### src/rtl/mul_seq.sv
// Multi-cycle signed multiplier for the picoMIPS execute path: unsigned shift-add on
// operand magnitudes, sign applied at the end, with low-half or saturated Q1.(n-1) high-half result.
module mul_seq #(
    parameter int n = 8
) (
    input  logic         clk,
    input  logic         nreset,
    input  logic         start,
    input  logic         hi,
    input  logic [n-1:0] a,
    input  logic [n-1:0] b,
    input  logic [4:0]   dest,
    output logic         stall,
    output logic         done,
    output logic [n-1:0] result,
    output logic         wr,
    output logic [4:0]   waddr
);

    localparam int CW = (n > 1) ? $clog2(n) : 1;

    typedef enum logic [1:0] {IDLE, RUN, DONE} state_t;

    state_t          state, state_nx;
    logic [2*n-1:0]  acc, mcand, acc_sum, prod;
    logic [n:0]      mplier, abs_a, abs_b;
    logic [n-1:0]    res_nx;
    logic [CW-1:0]   cnt;
    logic            sgn, hi_q, last;

    // Magnitudes are n+1 bits wide so that -2^(n-1) has a representable absolute value.
    assign abs_a   = a[n-1] ? -{a[n-1], a} : {a[n-1], a};
    assign abs_b   = b[n-1] ? -{b[n-1], b} : {b[n-1], b};
    assign acc_sum = acc + (mplier[0] ? mcand : '0);
    assign prod    = sgn ? -acc_sum : acc_sum;
    assign last    = (cnt == CW'(n - 1));

    // Only -2^(n-1) * -2^(n-1) disagrees in the top two bits; clamp it to max positive.
    always_comb begin
        res_nx = prod[n-1:0];
        if (hi_q) begin
            if (prod[2*n-1] ^ prod[2*n-2])
                res_nx = {prod[2*n-1], {(n-1){~prod[2*n-1]}}};
            else
                res_nx = prod[2*n-2:n-1];
        end
    end

    always_comb begin
        state_nx = state;
        case (state)
            IDLE:    if (start) state_nx = RUN;
            RUN:     if (last)  state_nx = DONE;
            DONE:    state_nx = IDLE;
            default: state_nx = IDLE;
        endcase
    end

    assign stall = ((state == IDLE) && start) || (state == RUN);
    assign done  = (state == DONE);
    assign wr    = done && (waddr != 5'd0);

    always_ff @(posedge clk or negedge nreset) begin
        if (!nreset) begin
            state  <= IDLE;
            acc    <= '0;
            mcand  <= '0;
            mplier <= '0;
            cnt    <= '0;
            sgn    <= 1'b0;
            hi_q   <= 1'b0;
            waddr  <= 5'd0;
            result <= '0;
        end else begin
            state <= state_nx;
            case (state)
                IDLE: if (start) begin
                    mcand  <= {{(n-1){1'b0}}, abs_a};
                    mplier <= abs_b;
                    sgn    <= a[n-1] ^ b[n-1];
                    hi_q   <= hi;
                    waddr  <= dest;
                    acc    <= '0;
                    cnt    <= '0;
                end
                RUN: begin
                    acc    <= acc_sum;
                    mcand  <= mcand << 1;
                    mplier <= mplier >> 1;
                    cnt    <= cnt + 1'b1;
                    if (last) result <= res_nx;
                end
                default: ;
            endcase
        end
    end

endmodule
### config.mk
export PLATFORM = sky130hd
export DESIGN_NAME = mul_seq
export DESIGN_NICKNAME = d
export VERILOG_FILES = /design/src/rtl/mul_seq.sv
export SDC_FILE = /design/constraint.sdc
export NUM_CORES = 1
export LEC_CHECK = 0
export ABC_AREA = 1
export BUFFER_PORTS_ARGS = -buffer_cell sky130_fd_sc_hd__buf_4
export CAP_MARGIN = 10
export CORE_UTILIZATION = 45
export DETAILED_ROUTE_END_ITERATION = 8
export MAX_ROUTING_LAYER = met4
export PLACE_DENSITY_LB_ADDON = 0.1
export SLEW_MARGIN = 20
export SYNTH_ARGS = -nofsm -noshare
export SYNTH_HDL_FRONTEND = slang
export SYNTH_SLANG_ARGS = --single-unit
### constraint.sdc
create_clock -name clk -period 4.5 [get_ports clk]
set_clock_uncertainty 0.2 [all_clocks]
set_input_delay 0.9 -clock clk [delete_from_list [all_inputs] [get_ports clk]]
set_output_delay 0.9 -clock clk [all_outputs]
set_load 0.01 [all_outputs]
==> impl_metrics.ini, run 1 <==
[final_layout]
seq_area_um2 = 1530
drive_gt1_frac = 0.159
multi_input_area_um2 = 2470
area_delta_synth_final_pct = 14.2
final_cell_mix = nand2_1, inv_1, dfrtp_1
fillers = 971
final_nets = 732
n_antenna_cell = 0
layout_commonest_cell = nand2_1

[critical_path]
cp_slowest_stage_delay_ps = 580
cp_num_buf_inv = 1
regToRegEndpoint = result[0]$_DFFE_PN0P_
crit_fanout = 17
crit_type = flip-flop to flip-flop
rr_startpoint = mplier[0]$_DFFE_PN0P_
path_cells = nand2_1 -> inv_1 -> ha_1 -> fa_1 -> xnor2_2 -> nand3_1 -> nor2_1 -> nand3_1 -> nor2_2 -> nand2_2 -> nand2_4 -> nand2_2 -> nand2_4 -> nand2_4 -> nand3_4 -> nand2_1 -> o21ai_1 -> nand2_1
r2r_slack_ps = 1150
arrival_ps = 3390
cp-start-kind = flip-flop
cp.required_ps = 4540
reg2regPathDepth = 18
slowest_stage = dfrtp_1
cp_top_family = simple AND/OR/NAND/NOR gates
end_kind = flip-flop

[drt]
route.met2.wl_mm = 5.16
wl_met3_um = 257
wirelength_met1_mm = 5.10
highest_layer = met4
drt_wl_total_mm = 10.7
first_iter_violations = 171
viasPerCell = 4.97
ant_nets = 0
drc_errors = 0
vias = 4072
routedWlPerCell_um = 13.1
drt_first_pass_iters = 4

[power_and_ir_drop]
p_leak_nw = 2.83
powerDensity_nw_per_um2 = 763
vdd_ir_drop_max_uv = 264

[clock_network]
hold_buffers = 0
cts.sinks = 61
cts_buffers = 9
cts_tree = done
cts_resized = 0
insertion_delay_ps = 350
clockRootBuffer = clkbuf_8
htree_levels = 3
clkTransAtPathRegs_ps = 70
clockBufferDepth = 2
post-cts-setup-buffer-count = 0

[timing]
tns_ps = 0
worst_slack_ps = 1150
rsz0062_at_grt = no
fmax_mhz = 299
post-route-period-util = 0.744
finalSetupViolCount = 0
max_slew.worst_pin.slew_ps = 789
hold_violations = 0
max_slew_margin = 0.474
final_max_slew_viol_count = 0
fin_crit_ps = 3350
whs_ps = 273

[floorplanning]
die_h_um = 102
initial_core_util = 0.474
rows = 35
die_x_um = 102
dieArea_um2 = 10300
num_io_pins = 41
core_um2 = 9420

[synthesis]
avgSynthCellArea_um2 = 6.91
synth_cell_types = 39
ys_seq_elements = 61
yosys_warnings = 0
syn_inst = 646
synth_nets = 692
ys_seq_area_frac = 0.342
syn_area_um2 = 4460

[status]
status = complete, no violations

[hold_path]
min_path_cells = 2
min-delay-path-class = flip-flop to flip-flop
holdPathEnd = mplier[8]$_DFFE_PN0P_
min_from = mplier[8]$_DFFE_PN0P_

[grt]
grt-ovfl-total = 0
grtUsageTotal = 0.231
grt_first_pass_wirelength_mm = 18.0
grt_max_degree = 62
grt_antenna_before_repair = 0
grt_pass1_vias = 3840

[placement]
portBuffers = 40
place_ws_ps = 1160
hpwl_mm = 8.12
place.gp.congestion = 0.842

[run]
cap_violations = 0
## sequential cells by signal, summed over array words and instances, names as in the netlist
signal  count
acc        16
mcand      16
mplier      9
result      8
waddr       5
cnt         3
state       2
hi_q        1
sgn         1
## report_power, final
part	total, mW	internal (mW)	leakage [nW]	switching, mW
Clock	0.502	0.257	0.0996	0.244
Sequential	0.996	0.795	0.764	0.201
Combinational	2.39	0.881	1.96	1.51
Total	3.89	1.93	2.83	1.96
## synthesized netlist by cell type, drive strengths merged
| master | count | share of area |
|---|---|---|
| nand2 | 225 | 0.20 |
| nand3b | 2 | 0.0034 |
| o41ai | 1 | 0.0020 |
| xnor2 | 4 | 0.0095 |
| nor3 | 7 | 0.0078 |
| a22o | 2 | 0.0039 |
| clkinv | 2 | 0.0017 |
| o21bai | 1 | 0.0017 |
| o221ai | 1 | 0.0020 |
| o22ai | 9 | 0.013 |
| a2bb2oi | 1 | 0.0020 |
| o211ai | 2 | 0.0034 |
| o31ai | 1 | 0.0017 |
| buf | 2 | 0.0022 |
| nand3 | 45 | 0.067 |
| and2 | 2 | 0.0034 |
| a22oi | 8 | 0.013 |
| nand4 | 8 | 0.011 |
| or2 | 7 | 0.0098 |
| nor2 | 35 | 0.032 |
| xor2 | 8 | 0.020 |
| clkbuf | 13 | 0.011 |
| a21oi | 29 | 0.038 |
| ha | 20 | 0.056 |
| o21ai | 41 | 0.046 |
| inv | 108 | 0.091 |
| dfrtp | 61 | 0.34 |
| fa | 1 | 0.0045 |
## cell families (layout without fill, tap and decap cells)
group,count (synthesis),count (layout),share of synthesized area
AOI/OAI and AO/OA,96,96,0.126
xor gates and xnor gates,12,12,0.0294
adders and majority gates,21,21,0.0606
buffers and inverters,125,170,0.106
DFF,61,61,0.342
and+or+nand+nor,331,331,0.336
## routing by layer
metal,vias to the layer above,global-route usage
li1,2128,-
met5,-,-
met2,56,0.377
met4,0,0.0825
met1,1871,0.290
met3,17,0.0359
## layout make-up
cell class,instances,area share
Tap cell,129,0.0317
Multi-Input combinational cell,460,0.484
Sequential cell,61,0.300
Inverter,110,0.0810
Clock inverter,7,0.0145
Clock buffer,9,0.0243
Timing Repair Buffer,44,0.0648
## worst max-delay path by stage
stage | slack, ps | start | to | depth (start not counted)
6_report | 1150 | mplier[0]$_DFFE_PN0P_ | result[0]$_DFFE_PN0P_ | 18
5_1_grt | 820 | mplier[0]$_DFFE_PN0P_ | result[0]$_DFFE_PN0P_ | 18
4_1_cts | 1120 | mplier[0]$_DFFE_PN0P_ | result[0]$_DFFE_PN0P_ | 18
3_5_place_dp | 1160 | mplier[0]$_DFFE_PN0P_ | result[0]$_DFFE_PN0P_ | 18
3_3_place_gp | 1220 | mplier[0]$_DFFE_PN0P_ | result[0]$_DFFE_PN0P_ | 18
2_1_floorplan | 1340 | mplier[0]$_DFFE_PN0P_ | result[0]$_DFFE_PN0P_ | 20
## stage by stage
stage               power, mW  cells  area (um2)   util
floorplan                2.78    646        4460      -
global placement         3.35    804        4900  0.520
detailed placement       3.40    804        4900  0.520
CTS                      3.91    820        5100  0.541
global route             4.29    820        5100  0.541
finish                   3.89    820        5100  0.541
## tightest hold or removal path: cells and delay by family (launching register included)
family / cells / cell delay (ps)
simple gates: 1 / 50
flops: 1 / 350
buf+inv: 1 / 40
Power figures use the tool's default switching activity.
==> run 2: changes to the inputs <==
--- a/config.mk
+++ b/config.mk
@@ -5,7 +5,7 @@
 export SDC_FILE = /design/constraint.sdc
 export NUM_CORES = 1
 export LEC_CHECK = 0
-export ABC_AREA = 1
+export ABC_AREA = 0
 export BUFFER_PORTS_ARGS = -buffer_cell sky130_fd_sc_hd__buf_4
 export CAP_MARGIN = 10
 export CORE_UTILIZATION = 45
==> constraint.sdc (replaced) <==
create_clock -name clk -period 3 [get_ports clk]
set_clock_uncertainty 0.2 [all_clocks]
set_input_delay 0.6 -clock clk [delete_from_list [all_inputs] [get_ports clk]]
set_output_delay 0.6 -clock clk [all_outputs]
set_load 0.01 [all_outputs]
==> impl_metrics.ini, run 2 <==
[final_layout]
area_delta_synth_final_pct = 33.6
final_cell_mix = buf_4, nand2_1, dfrtp_1
drive_gt1_frac = 0.306
fin_area_um2 = 5280
final_util = 0.633
n_antenna_cell = 0
fillers = 744
layout_commonest_cell = buf_4
final_nets = 616
largestRegisters = acc: 16 flops, mcand: 16 flops, mplier: 9 flops

[floorplanning]
core_um2 = 8340
rows = 33
die_x_um = 95.7
dieArea_um2 = 9160
initial_core_util = 0.474
num_io_pins = 41
die_h_um = 95.7

[critical_path]
reg2regPathDepth = 12
regToRegEndpoint = result[1]$_DFFE_PN0P_
crit_fanout = 6
end_kind = flip-flop
cp-start-kind = flip-flop
arrival_ps = 3900
crit_type = flip-flop to flip-flop
rr_startpoint = mplier[0]$_DFFE_PN0P_
cp_slowest_stage_delay_ps = 430
slowest_stage = or3_4
path_cells = and2_1 -> ha_1 -> a21o_1 -> a31oi_2 -> a21oi_1 -> or3_1 -> o311a_1 -> or3_4 -> o31ai_4 -> xor2_2 -> o21ai_2 -> a221o_1
cp.required_ps = 3040
r2r_slack_ps = -860

[drt]
routedWlPerCell_um = 14.6
vias = 3697
first_iter_violations = 216
drc_errors = 0
ant_nets = 0
viasPerCell = 5.44
drt_first_pass_iters = 4
drt_wl_total_mm = 9.94

[placement]
place_area_um2 = 4940
portBuffers = 40
place_ws_ps = -897
hpwl_mm = 7.32
place.gp.congestion = 0.896

[power_and_ir_drop]
power_mw = 6.62
power_frac_clock = 0.124
vdd_ir_drop_max_uv = 692
p_comb_frac = 0.653
powerDensity_nw_per_um2 = 1250
p_leak_nw = 2.55
pwr-share-seq = 0.223
p_int_mw = 3.82
p_sw_mw = 2.80
swShare = 0.423

[grt]
grt_pass1_vias = 3608
grt_antenna_before_repair = 0
busiest_layer = met2
grt_util_met2 = 0.393
grtUsageTotal = 0.243
grt_first_pass_wirelength_mm = 16.5
grt_max_degree = 62
grt_use_met3 = 0.0466
grtUsageMet1 = 0.303
grt-ovfl-total = 0

[synthesis]
synth_edf_count = 0
yosysTopAreaCell = dfrtp_1
syn_inst = 451
synth_top_area_frac = 0.386
synth_most_common_cell = nand2_1
async_flop_share = 1.00
synth_area_leaders = dfrtp_1, nand2_1, ha_1
synth_nets = 497
ys_seq_area_frac = 0.386
synth_ff_type = dfrtp_1
avgSynthCellArea_um2 = 8.76
synth_cell_types = 55
synth_commonest_cells = nand2_1, dfrtp_1, o21ai_0
yosys_warnings = 0
ys_seq_elements = 61
syn_area_um2 = 3950

[timing]
fin_crit_ps = 3860
rsz0062_at_grt = yes
hold_violations = 0
final_max_slew_viol_count = 0
max_slew_margin = 0.465
finalSetupViolCount = 9
fmax_mhz = 259
whs_ps = 117
post-route-period-util = 1.29
worst_slack_ps = -861
max_slew.worst_pin.slew_ps = 801

[clock_network]
clockBufferDepth = 2
htree_levels = 3
insertion_delay_ps = 350
cts.sinks = 61
clkTransAtPathRegs_ps = 70
hold_buffers = 0
clockRootBuffer = clkbuf_8
cts_tree = done
cts_buffers = 9

[status]
status = complete, but fails checks
violations = negative setup slack

[run]
cap_violations = 0

[hold_path]
min-delay-path-class = input port to asynchronous set/reset pin
-- run 2: changes by cell type after synthesis, sizes merged, moves of 8 or more --
cell    delta
clkbuf     +8
inv       -98
and2      +14
nor2      -13
xor2      +17
xnor2      +9
nand3     -28
nand2    -147
a21o       +8
a21oi     -12
-- run 2: cell type report --
class | instances | area (um2) | area share
multi-input cells | 358 | 2390 | 0.453
flip-flops and latches | 61 | 1530 | 0.289
repair buffers | 130 | 976 | 0.185
well taps | 105 | 131 | 0.0249
clock buffers | 9 | 124 | 0.0235
clock inverters | 7 | 90.1 | 0.0171
inverters | 10 | 37.5 | 0.00711
-- run 2: cells by family after synthesis --
| kind of cell | count (synthesis) | share of synthesized area |
|---|---|---|
| flip-flops | 61 | 0.386 |
| AND/OR/NAND/NOR | 169 | 0.202 |
| buffers and inverters | 32 | 0.0307 |
| multiplexers | 2 | 0.00507 |
| AO/OA/AOI/OAI | 126 | 0.213 |
| adder cells (fa/ha/maj) | 23 | 0.0741 |
| XOR/XNOR | 38 | 0.0881 |
-- run 2: worst max-delay path: cells and delay by family, from the launching register on --
family / cells / cell delay [ps]
simple gates: 3 / 980
fa+ha+maj: 1 / 330
compound gates: 7 / 1540
xor+xnor: 1 / 270
flops: 1 / 420
-- run 2: how the worst max path moves through the flow --
stage	start	end	slack (ps)	depth (start not counted)
finish	mplier[0]$_DFFE_PN0P_	result[1]$_DFFE_PN0P_	-860	12
floorplan	mplier[0]$_DFFE_PN0P_	result[1]$_DFFE_PN0P_	-870	14
CTS	mplier[0]$_DFFE_PN0P_	result[1]$_DFFE_PN0P_	-840	13
global route	mplier[0]$_DFFE_PN0P_	result[1]$_DFFE_PN0P_	-1060	13
global placement	mplier[0]$_DFFE_PN0P_	result[6]$_DFFE_PN0P_	-820	13
detailed placement	mplier[0]$_DFFE_PN0P_	result[1]$_DFFE_PN0P_	-900	13
-- run 2: power by group through the flow --
stage	Combinational (mW)	Sequential, mW	Clock, mW
2_1_floorplan	2.37	1.43	0
3_3_place_gp	4.05	1.48	0
3_5_place_dp	4.12	1.49	0
4_1_cts	4.27	1.48	0.841
5_1_grt	4.77	1.53	0.873
6_report	4.32	1.47	0.823
-- run 2: through the flow --
step           cells  TNS (ps)
3_3_place_gp     657     -6130
3_5_place_dp     657     -6790
5_1_grt          680     -8310
4_1_cts          678     -6300
2_1_floorplan    451     -6170
6_report         680     -6590
-- run 2: what timing repair did --
| item | 4_1_cts | 5_1_grt |
|---|---|---|
| gates resized for setup | 10 | 9 |
| hold endpoints to repair | 0 | 0 |
| endpoints found under the setup margin | 9 | 11 |
| pin swaps | 7 | 10 |
| buffers inserted | 5 | 2 |
| gates cloned | 0 | 0 |
-- run 2: routing by layer --
metal	routed length, um	vias to the layer above
met2	4670	72
met3	381	15
met4	190	0
li1	-	1838
met1	4700	1772
met5	0	-
